`src/rtl/sync_em_pkg.sv`:
```
// Embedded-sync code constants and shared enums, used by the transmitter and the receiver.
package sync_em_pkg;

    localparam int unsigned CNT_W = 12;
    localparam int unsigned BYTE_W = 8;

    localparam logic [BYTE_W-1:0] SYNC_FF    = 8'hFF;
    localparam logic [BYTE_W-1:0] SYNC_00    = 8'h00;
    localparam logic [BYTE_W-1:0] XY_SAV_BLK = 8'hAB;
    localparam logic [BYTE_W-1:0] XY_SAV_VLD = 8'h80;
    localparam logic [BYTE_W-1:0] XY_EAV_BLK = 8'hB6;
    localparam logic [BYTE_W-1:0] XY_EAV_VLD = 8'h9D;
    localparam logic [BYTE_W-1:0] FILLER     = 8'h10;

    typedef enum logic [2:0] {
        ST_IDLE,
        ST_SAV,
        ST_LEAD,
        ST_ACT,
        ST_TAIL,
        ST_EAV,
        ST_HBL
    } h_state_t;

    typedef enum logic [1:0] {
        LT_BLANK,
        LT_PRE,
        LT_ACTIVE
    } line_type_t;

    // Keep payload away from the reserved 0xFF/0x00 values so it never forms a sync code.
    function automatic logic [BYTE_W-1:0] pix_clip(input logic [BYTE_W-1:0] p);
        if (p == 8'hFF) return 8'hFE;
        if (p == 8'h00) return 8'h01;
        return p;
    endfunction

    // Byte n (0..3) of an FF 00 00 XY sync word.
    function automatic logic [BYTE_W-1:0] sync_byte(input logic [1:0] n,
                                                    input logic [BYTE_W-1:0] xy);
        case (n)
            2'd0:    return SYNC_FF;
            2'd3:    return xy;
            default: return SYNC_00;
        endcase
    endfunction

endpackage

```
`src/rtl/sync_sp2em.sv`:
```
// Embedded-sync video transmitter: emits SAV/EAV-framed lines and inserts upstream pixels.
module sync_sp2em
    import sync_em_pkg::*;
#(
    parameter int unsigned H_LEAD   = 48,
    parameter int unsigned H_ACTIVE = 1920,
    parameter int unsigned H_TAIL   = 0,
    parameter int unsigned H_BLANK  = 200,
    parameter int unsigned V_BLANK  = 20,
    parameter int unsigned V_PRE    = 25,
    parameter int unsigned V_ACTIVE = 1080
) (
    input  logic              pclk,
    input  logic              rst,
    input  logic              en,
    input  logic [BYTE_W-1:0] pix_data,
    output logic              pix_req,
    output logic [BYTE_W-1:0] dataout,
    output logic              frame_start,
    output logic [CNT_W-1:0]  line_idx,
    output logic              busy
);

    localparam logic [CNT_W-1:0] LEAD_LAST = CNT_W'(H_LEAD - 1);
    localparam logic [CNT_W-1:0] ACT_LAST  = CNT_W'(H_ACTIVE - 1);
    localparam logic [CNT_W-1:0] TAIL_LAST = CNT_W'(H_TAIL - 1);
    localparam logic [CNT_W-1:0] HBL_LAST  = CNT_W'(H_BLANK - 1);
    localparam logic [CNT_W-1:0] SYNC_LAST = CNT_W'(3);
    localparam logic [CNT_W-1:0] VB_END    = CNT_W'(V_BLANK);
    localparam logic [CNT_W-1:0] VP_END    = CNT_W'(V_BLANK + V_PRE);
    localparam logic [CNT_W-1:0] V_LAST    = CNT_W'(V_BLANK + V_PRE + V_ACTIVE - 1);

    h_state_t          state_q, state_d;
    logic [CNT_W-1:0]  hcnt_q, hcnt_d;
    logic [CNT_W-1:0]  vcnt_q, vcnt_d;
    line_type_t        ltype_q, ltype_c;
    logic [BYTE_W-1:0] byte_c;
    logic [BYTE_W-1:0] xy_sav_c, xy_eav_c;
    logic              sav_first_c;
    logic              pix_req_c;

    // Line type of the line about to start; latched when its SAV 0xFF goes out.
    always_comb begin
        ltype_c = LT_ACTIVE;
        if (vcnt_q < VB_END)      ltype_c = LT_BLANK;
        else if (vcnt_q < VP_END) ltype_c = LT_PRE;
    end

    assign xy_sav_c    = (ltype_q == LT_BLANK) ? XY_SAV_BLK : XY_SAV_VLD;
    assign xy_eav_c    = (ltype_q == LT_BLANK) ? XY_EAV_BLK : XY_EAV_VLD;
    assign sav_first_c = (state_q == ST_SAV) && (hcnt_q == '0);

    // Next-state, counters and the byte to register onto dataout.
    always_comb begin
        state_d = state_q;
        hcnt_d  = hcnt_q + CNT_W'(1);
        vcnt_d  = vcnt_q;
        byte_c  = FILLER;
        case (state_q)
            ST_IDLE: begin
                hcnt_d = '0;
                vcnt_d = '0;
                if (en) state_d = ST_SAV;
            end
            ST_SAV: begin
                byte_c = sync_byte(hcnt_q[1:0], xy_sav_c);
                if (hcnt_q == SYNC_LAST) begin
                    hcnt_d  = '0;
                    state_d = (H_LEAD != 0) ? ST_LEAD : ST_ACT;
                end
            end
            ST_LEAD: begin
                if (hcnt_q == LEAD_LAST) begin
                    hcnt_d  = '0;
                    state_d = ST_ACT;
                end
            end
            ST_ACT: begin
                if (ltype_q == LT_ACTIVE) byte_c = pix_clip(pix_data);
                if (hcnt_q == ACT_LAST) begin
                    hcnt_d  = '0;
                    state_d = (H_TAIL != 0) ? ST_TAIL : ST_EAV;
                end
            end
            ST_TAIL: begin
                if (hcnt_q == TAIL_LAST) begin
                    hcnt_d  = '0;
                    state_d = ST_EAV;
                end
            end
            ST_EAV: begin
                byte_c = sync_byte(hcnt_q[1:0], xy_eav_c);
                if (hcnt_q == SYNC_LAST) begin
                    hcnt_d  = '0;
                    state_d = ST_HBL;
                end
            end
            ST_HBL: begin
                if (hcnt_q == HBL_LAST) begin
                    hcnt_d = '0;
                    if (vcnt_q == V_LAST) begin
                        vcnt_d  = '0;
                        state_d = en ? ST_SAV : ST_IDLE;
                    end else begin
                        vcnt_d  = vcnt_q + CNT_W'(1);
                        state_d = ST_SAV;
                    end
                end
            end
            default: state_d = ST_IDLE;
        endcase
    end

    // pix_req leads the ACT byte by one cycle so the pixel is captured on the emitting edge.
    assign pix_req_c = (state_d == ST_ACT) && (ltype_q == LT_ACTIVE);

    always_ff @(posedge pclk or posedge rst) begin
        if (rst) begin
            state_q     <= ST_IDLE;
            hcnt_q      <= '0;
            vcnt_q      <= '0;
            ltype_q     <= LT_BLANK;
            dataout     <= FILLER;
            pix_req     <= 1'b0;
            frame_start <= 1'b0;
            line_idx    <= '0;
            busy        <= 1'b0;
        end else begin
            state_q     <= state_d;
            hcnt_q      <= hcnt_d;
            vcnt_q      <= vcnt_d;
            dataout     <= byte_c;
            pix_req     <= pix_req_c;
            frame_start <= sav_first_c && (vcnt_q == '0);
            busy        <= (state_q != ST_IDLE);
            if (sav_first_c) begin
                ltype_q  <= ltype_c;
                line_idx <= vcnt_q;
            end
        end
    end

endmodule

```
`config.mk`:
```
export PLATFORM = sky130hd
export DESIGN_NAME = sync_sp2em
export DESIGN_NICKNAME = d
export VERILOG_FILES = /design/src/rtl/sync_em_pkg.sv /design/src/rtl/sync_sp2em.sv
export SDC_FILE = /design/constraint.sdc
export NUM_CORES = 1
export LEC_CHECK = 0
export ABC_CLOCK_PERIOD_IN_PS = 2700
export BUFFER_PORTS_ARGS = -buffer_cell sky130_fd_sc_hd__buf_2
export CAP_MARGIN = 10
export CORE_MARGIN = 1
export CORE_UTILIZATION = 46
export CTS_CLUSTER_SIZE = 40
export DETAILED_ROUTE_END_ITERATION = 8
export PLACE_DENSITY = 0.72
export SYNTH_ARGS = -nofsm -noshare
export SYNTH_HDL_FRONTEND = slang
export SYNTH_SLANG_ARGS = --single-unit
```
`constraint.sdc`:
```
create_clock -name pclk -period 2.7 [get_ports pclk]
set_clock_uncertainty 0.1 [all_clocks]
set_input_delay 0.135 -clock pclk [delete_from_list [all_inputs] [get_ports pclk]]
set_output_delay 0.135 -clock pclk [all_outputs]
set_load 0.005 [all_outputs]
```
==> results of run 1 <==
## where the power goes
group | switching (mW) | internal [mW] | leakage [nW] | total, mW
registers | 0 | 0.778 | 0.693 | 0.778
logic | 0.0223 | 0.0151 | 0.743 | 0.0374
clock network | 0.271 | 0.189 | 0.0452 | 0.460
total | 0.293 | 0.983 | 1.48 | 1.28
## kinds of logic after synthesis
family	count (synthesis)
xor gates and xnor gates	11
buffers and inverters	29
AOI/OAI and AO/OA	51
and+or+nand+nor	135
DFF	52
muxes	12
adders and majority gates	4
## state kept, by name, indices dropped and copies added (netlist names)
signal and cells:
dataout 8, state_q 3, line_idx 12, vcnt_q 12, busy 1, ltype_q 2
hcnt_q 12, frame_start 1, pix_req 1
## metal layers
| layer | up-vias | part of all wire |
|---|---|---|
| met5 | - | 0 |
| met4 | 0 | 0.015 |
| met3 | 6 | 0.048 |
| met2 | 60 | 0.46 |
| met1 | 1112 | 0.48 |
| li1 | 1139 | - |
## stage by stage
stage          hold slack (ns)  worst slack [ns]  power [mW]  instances
4_1_cts                 0.0230             0.177        1.29        411
6_report                0.0177             0.177        1.28        411
3_5_place_dp            0.0696             0.202       0.823        395
2_1_floorplan            0.148             0.354       0.807        294
5_1_grt                 0.0309            0.0997        1.32        411
3_3_place_gp            0.0553             0.280       0.822        395
## synthesized netlist by cell type, types with 2 or more instances
cell type,number,share of area
nor3b_1,3,0.0080
nand3_1,9,0.016
o21ai_0,10,0.018
o31ai_1,5,0.013
xor2_1,5,0.016
a22o_1,3,0.0093
inv_1,13,0.017
dfrtp_1,51,0.45
nand4_1,8,0.018
nor4_4,2,0.015
nand2b_1,6,0.013
xnor2_1,6,0.019
buf_2,4,0.0071
a211o_1,2,0.0062
nor2_1,25,0.033
nor3_1,10,0.018
and2_1,2,0.0044
nor2b_1,5,0.011
clkbuf_1,10,0.013
and3_1,5,0.011
a311oi_1,2,0.0062
nand2_1,35,0.047
or4_1,5,0.013
o21ai_1,11,0.020
nor4_1,6,0.013
and4_1,3,0.0093
o22ai_1,4,0.0089
ha_1,4,0.018
a21o_1,4,0.011
mux2_2,12,0.048
a21oi_1,2,0.0035
## worst max-delay path, stage by stage, from the launching register on
cell and delay [ns]:
dfrtp_1 0.43, ha_1 0.34, or4bb_4 0.60, or4_1 0.42, a211o_1 0.30, nand4b_2 0.10, and4b_1 0.19
## worst paths after layout
| check | to | slack, ns | cells after the start |
|---|---|---|---|
| max | pix_req | 0.18 | 6 |
| min | dataout[4] | 0.02 | 3 |
| max reg2reg | pix_req | 0.18 | 6 |
| min reg2reg | line_idx[7] | 0.41 | 1 |
| max in group asynchronous | hcnt_q[5] | 1.49 | 4 |
| min in group asynchronous | state_q[1] | 0.27 | 3 |
## cells in the final DEF, fill, tap and decap left out, types with 4 or more instances in the layout
master	n
a21o_1	4
and3_1	5
buf_2	33
buf_4	9
clkbuf_8	5
dfrtp_1	51
dlygate4sd3_1	8
ha_1	4
inv_1	12
mux2_2	12
nand2_1	35
nand2b_1	6
nand3_1	9
nand4_1	8
nor2_1	25
nor2b_1	5
nor3_1	10
nor4_1	6
o21ai_0	10
o21ai_1	11
o22ai_1	4
o31ai_1	5
or4_1	5
xnor2_1	6
xor2_1	5
## final cells by class
cell class              instances  area [um2]
repair buffers                 50         313
flip-flops and latches         52        1300
multi-input cells             213        1400
inverters                      13        48.8
clock inverters                 3        25.0
well taps                      75        93.8
fillers                       541        2670
clock buffers                   5        68.8
## timing repair
item                      CTS  global route
setup buffers               0             0
hold buffers                8             0
hold endpoints to repair   26             0
==> impl_metrics.yaml, run 1 <==
yosys:
  synth_edf_count: 0
  netlist_instances: 294
  ys_seq_area_frac: 0.461
  synth_seq_cells: 52
  ys.flop_type: "dfrtp_1"
  netlist_area_um2: 2820
  synth.mux.area_fraction: 0.0479
  yosysWarnings: 0
  synthXorXnorAreaFrac: 0.0341
  synth.distinct_cells: 53
  synthArstFlopShare: 1.00
  synth-compound-area-share: 0.124
  synth.avg_cell_area_um2: 9.60
  synth_top_family_by_area: "simple AND/OR/NAND/NOR gates"
  synth_nets: 309
  synth_fa_ha_area_frac: 0.0177
  synth-simple-area-share: 0.271
grt:
  grt-ovfl-total: 0
  antenna_found_initial: 0
  grt_pass1_wl_um: 10100
  top_usage_layer: "met2"
  grtUsageMet3: 0.0284
  use_met1: 0.294
  grt_max_degree: 33
  grt_pass1_vias: 2128
  grtUsageTotal: 0.202
  met2_usage: 0.312
drt:
  post_drt_wl_per_cell_um: 14.5
  wirelength_um: 5940
  drc: 1
  firstDrtPassIters: 6
  drt-initial-drc-count: 195
  vias_per_cell: 5.64
  postRouteAntennaNets: 0
  vias: 2317
timing:
  fmax_mhz: 396
  tightest_slew_ns: 0.609
  hold_viol_final: 0
  min_period_ns: 2.52
  tns_ns: 0
  setup-violations-final: 0
  grt_setup_unrepaired: "no"
  max_slew_margin: 0.590
  period_share: 0.934
  slew_violations: 0
placement:
  placed_cell_area_um2: 3070
  routabilityCongestion: 0.873
  port_buffers: 33
  dp_hpwl_um: 4320
floorplanning:
  initial_utilization: 0.477
  die_area_um2: 6450
  ios: 34
  core_area_um2: 5920
  die_y_um: 80.3
  rows: 28
  die_w_um: 80.3
clock_network:
  clock-root-buffer: "clkbuf_8"
  clock_latency_ns: 0.31
  htree_num_levels: 2
  cts.sinks: 52
  ctsResizeCount: 0
  clk_path_buf_depth: 2
  cts_buffers: 5
  cts_tree: "yes"
  clk_pin_slew_ns: 0.10
final_layout:
  num_antenna_cells: 0
  drive_above_1_share: 0.223
  fin_area_um2: 3250
  nNetsFinal: 350
  fin_util: 0.548
  syn2layout_area_growth_pct: 15.0
setup_path:
  criticalPathCategory: "reg -> reg"
  arrival_ns: 2.67
  critPathLaunchType: "flip-flop"
  worstPathMaxFanout: 8
  setup.worst_path.end_class: "flip-flop"
  crit_start: "hcnt_q[0]"
  r2r-start: "hcnt_q[0]"
  required_ns: 2.85
hold_path:
  hold_class: "in -> reg"
  min_from: "pix_data[4]"
pwr:
  peakVddDrop_uv: 228
  leakage_nw: 1.48
  power.density_nw_per_um2: 393
status:
  status: "complete, but fails checks"
  violations: "design-rule violations"
flow_run:
  drv_cap: 0
Note: power is estimated with default switching activity, not from simulation.
==> run 2, diff against run 1 <==
--- a/config.mk
+++ b/config.mk
@@ -5,6 +5,7 @@
 export SDC_FILE = /design/constraint.sdc
 export NUM_CORES = 1
 export LEC_CHECK = 0
+export ABC_AREA = 1
 export ABC_CLOCK_PERIOD_IN_PS = 2700
 export BUFFER_PORTS_ARGS = -buffer_cell sky130_fd_sc_hd__buf_2
 export CAP_MARGIN = 10
==> run 2 against run 1 <==
Against the previous run:
- the flow now finishes without violations
- power down 4.0%
- critical path type unchanged
- cell count up 21%
- die area up 1.5%
==> impl_metrics.yaml, run 2 <==
drt:
  postRouteAntennaNets: 0
  firstDrtPassIters: 6
  wirelength_um: 6430
  post_drt_wl_per_cell_um: 12.9
  drc: 0
  drt-initial-drc-count: 149
  vias: 2571
  vias_per_cell: 5.16
timing:
  tns_ns: 0
  holdWs_ns: 0.0328
  max_slew_margin: 0.704
  period_share: 0.729
  tightest_slew_ns: 0.443
  slew_violations: 0
  setup_ws_ns: 0.733
  grt_setup_unrepaired: "no"
  hold_viol_final: 0
  min_period_ns: 1.97
  fmax_mhz: 508
  setup-violations-final: 0
final_layout:
  final_common_cell: "nand2_1"
  reg_top3: "hcnt_q (12), line_idx (12), vcnt_q (12)"
  nNetsFinal: 438
  drive_above_1_share: 0.149
  fin_area_um2: 3230
  syn2layout_area_growth_pct: 12.7
  instances_no_fill: 498
  final_cell_mix: "nand2_1, dfrtp_1, nor2_1"
  num_antenna_cells: 0
setup_path:
  r2r-start: "hcnt_q[0]"
  crit_path_frequent_cell: "nand2_1"
  criticalPathCategory: "reg -> reg"
  path_cells: "ha_1, nand3_2, nor3_2, nand2_1, nand2_1, nand2_1, nor2_2, a21oi_1"
  required_ns: 2.76
  crit_start: "hcnt_q[0]"
  critPathLaunchType: "flip-flop"
  setup.worst_path.end_class: "flip-flop"
  worstPathMaxFanout: 11
  crit_buf_inv: 0
  crit_family: "simple AND/OR/NAND/NOR gates"
  arrival_ns: 2.03
  critPathMaxStageDelay_ns: 0.39
  cp_slowest_cell: "dfrtp_1"
yosys:
  yosysWarnings: 0
  synth_most_common_cell: "nand2_1"
  synth_fa_ha_area_frac: 0.0175
  synth-compound-area-share: 0.110
  synth.mux.area_fraction: 0
  synth.distinct_cells: 34
  yosys-top-cells-area: "dfrtp_1, nand2_1, inv_1"
  yosysTopAreaCellShare: 0.445
  ys_seq_area_frac: 0.454
  synth_nets: 396
  synth_top_family_by_area: "simple AND/OR/NAND/NOR gates"
  synthXorXnorAreaFrac: 0.0275
  synthArstFlopShare: 1.00
  synth_common_cells: "nand2_1, dfrtp_1, inv_1, nor2_1, nand3_1"
  synth_seq_cells: 52
  netlist_instances: 381
  synth-simple-area-share: 0.303
  ys.flop_type: "dfrtp_1"
  synth_edf_count: 0
  synth.avg_cell_area_um2: 7.53
  netlist_area_um2: 2870
  synth_top_area_cell: "dfrtp_1"
clock_network:
  clk_path_buf_depth: 2
  htree_num_levels: 2
  clock-root-buffer: "clkbuf_8"
  clock_latency_ns: 0.30
  cts_setup_buffers: 0
  cts_tree: "yes"
  clk_pin_slew_ns: 0.08
  cts.sinks: 52
  cts_buffers: 5
hold_path:
  min_from: "pix_data[4]"
  hold_class: "in -> reg"
status:
  status: "finished clean"
grt:
  grt-ovfl-total: 0
  grt_pass1_wl_um: 10800
  grt_max_degree: 33
  grt_pass1_vias: 2473
  antenna_found_initial: 0
  grtUsageTotal: 0.217
placement:
  dp_slack_ns: 0.736
  port_buffers: 33
  dpl.cell_count: 486
  dp_hpwl_um: 4910
  placed_cell_area_um2: 3100
  routabilityCongestion: 0.935
floorplanning:
  die_y_um: 81.0
  core_area_um2: 5960
  initial_utilization: 0.482
  ios: 34
  die_w_um: 81.0
  die_area_um2: 6550
  rows: 28
pwr:
  leakage_nw: 1.61
  power.density_nw_per_um2: 379
  peakVddDrop_uv: 190
flow_run:
  drv_cap: 0
[run 2: changes by cell type in the layout (fill, tap and decap cells not counted), sizes merged, moves of 12 or more]
cell	before	now
o21ai	21	33
inv	15	56
nand3	9	29
nor2	25	54
nand2	35	89
mux2	12	0
a21oi	2	17
[run 2: layout make-up]
| type | count | area, um2 |
|---|---|---|
| fillers | 564 | 2720 |
| well taps | 75 | 93.8 |
| repair buffers | 40 | 230 |
| clock inverters | 1 | 5.00 |
| inverters | 57 | 215 |
| clock buffers | 6 | 72.6 |
| flip-flops and latches | 52 | 1300 |
| multi-input cells | 267 | 1310 |
[run 2: stage by stage]
stage	utilization	power, mW
6_report	0.543	1.22
5_1_grt	0.543	1.27
4_1_cts	0.543	1.24
3_5_place_dp	0.521	0.824
3_3_place_gp	0.521	0.823
2_1_floorplan	-	0.808
[run 2: cells by family (layout without fill, tap and decap cells)]
group / after synthesis / after routing
AO/OA/AOI/OAI: 57 / 57
flip-flops: 52 / 52
AND/OR/NAND/NOR: 197 / 197
XOR/XNOR: 9 / 9
buffers and inverters: 62 / 104
adder cells (fa/ha/maj): 4 / 4
[run 2: where the power goes]
| part | switching (mW) | total, mW | internal [mW] |
|---|---|---|---|
| clock | 0.235 | 0.412 | 0.177 |
| combinational | 0.0224 | 0.0346 | 0.0122 |
| sequential | 0 | 0.778 | 0.778 |
| total | 0.257 | 1.22 | 0.967 |
[run 2: path summary, 6_finish.rpt]
check,endpoint,slack [ns],depth (start not counted)
worst max-delay path,hcnt_q[10],0.73,8
worst min-delay path,dataout[4],0.03,3
worst max register to register,hcnt_q[10],0.73,8
worst min register to register,hcnt_q[0],0.38,1
max in group asynchronous,pix_req,1.48,4
min in group asynchronous,line_idx[9],0.27,3
[run 2: worst reg2reg max path: stages (launching register included)]
cell and delay, ns:
dfrtp_1 0.39, ha_1 0.27, nand3_2 0.16, nor3_2 0.20, nand2_1 0.08, nand2_1 0.08
nand2_1 0.07, nor2_2 0.35, a21oi_1 0.13
[run 2: what timing repair did]
action,CTS,global route
endpoints found under the hold margin,23,0
resized for setup,0,0
hold buffers,5,0
[run 2: layer usage]
| metal | track usage | up-vias | routed length, um | part of all wire |
|---|---|---|---|---|
| li1 | - | 1307 | - | - |
| met1 | 0.244 | 1188 | 2740 | 0.43 |
| met2 | 0.381 | 59 | 3220 | 0.50 |
| met3 | 0.0596 | 17 | 298 | 0.046 |
| met4 | 0.0964 | 0 | 171 | 0.027 |
| met5 | 0 | - | 0 | 0 |
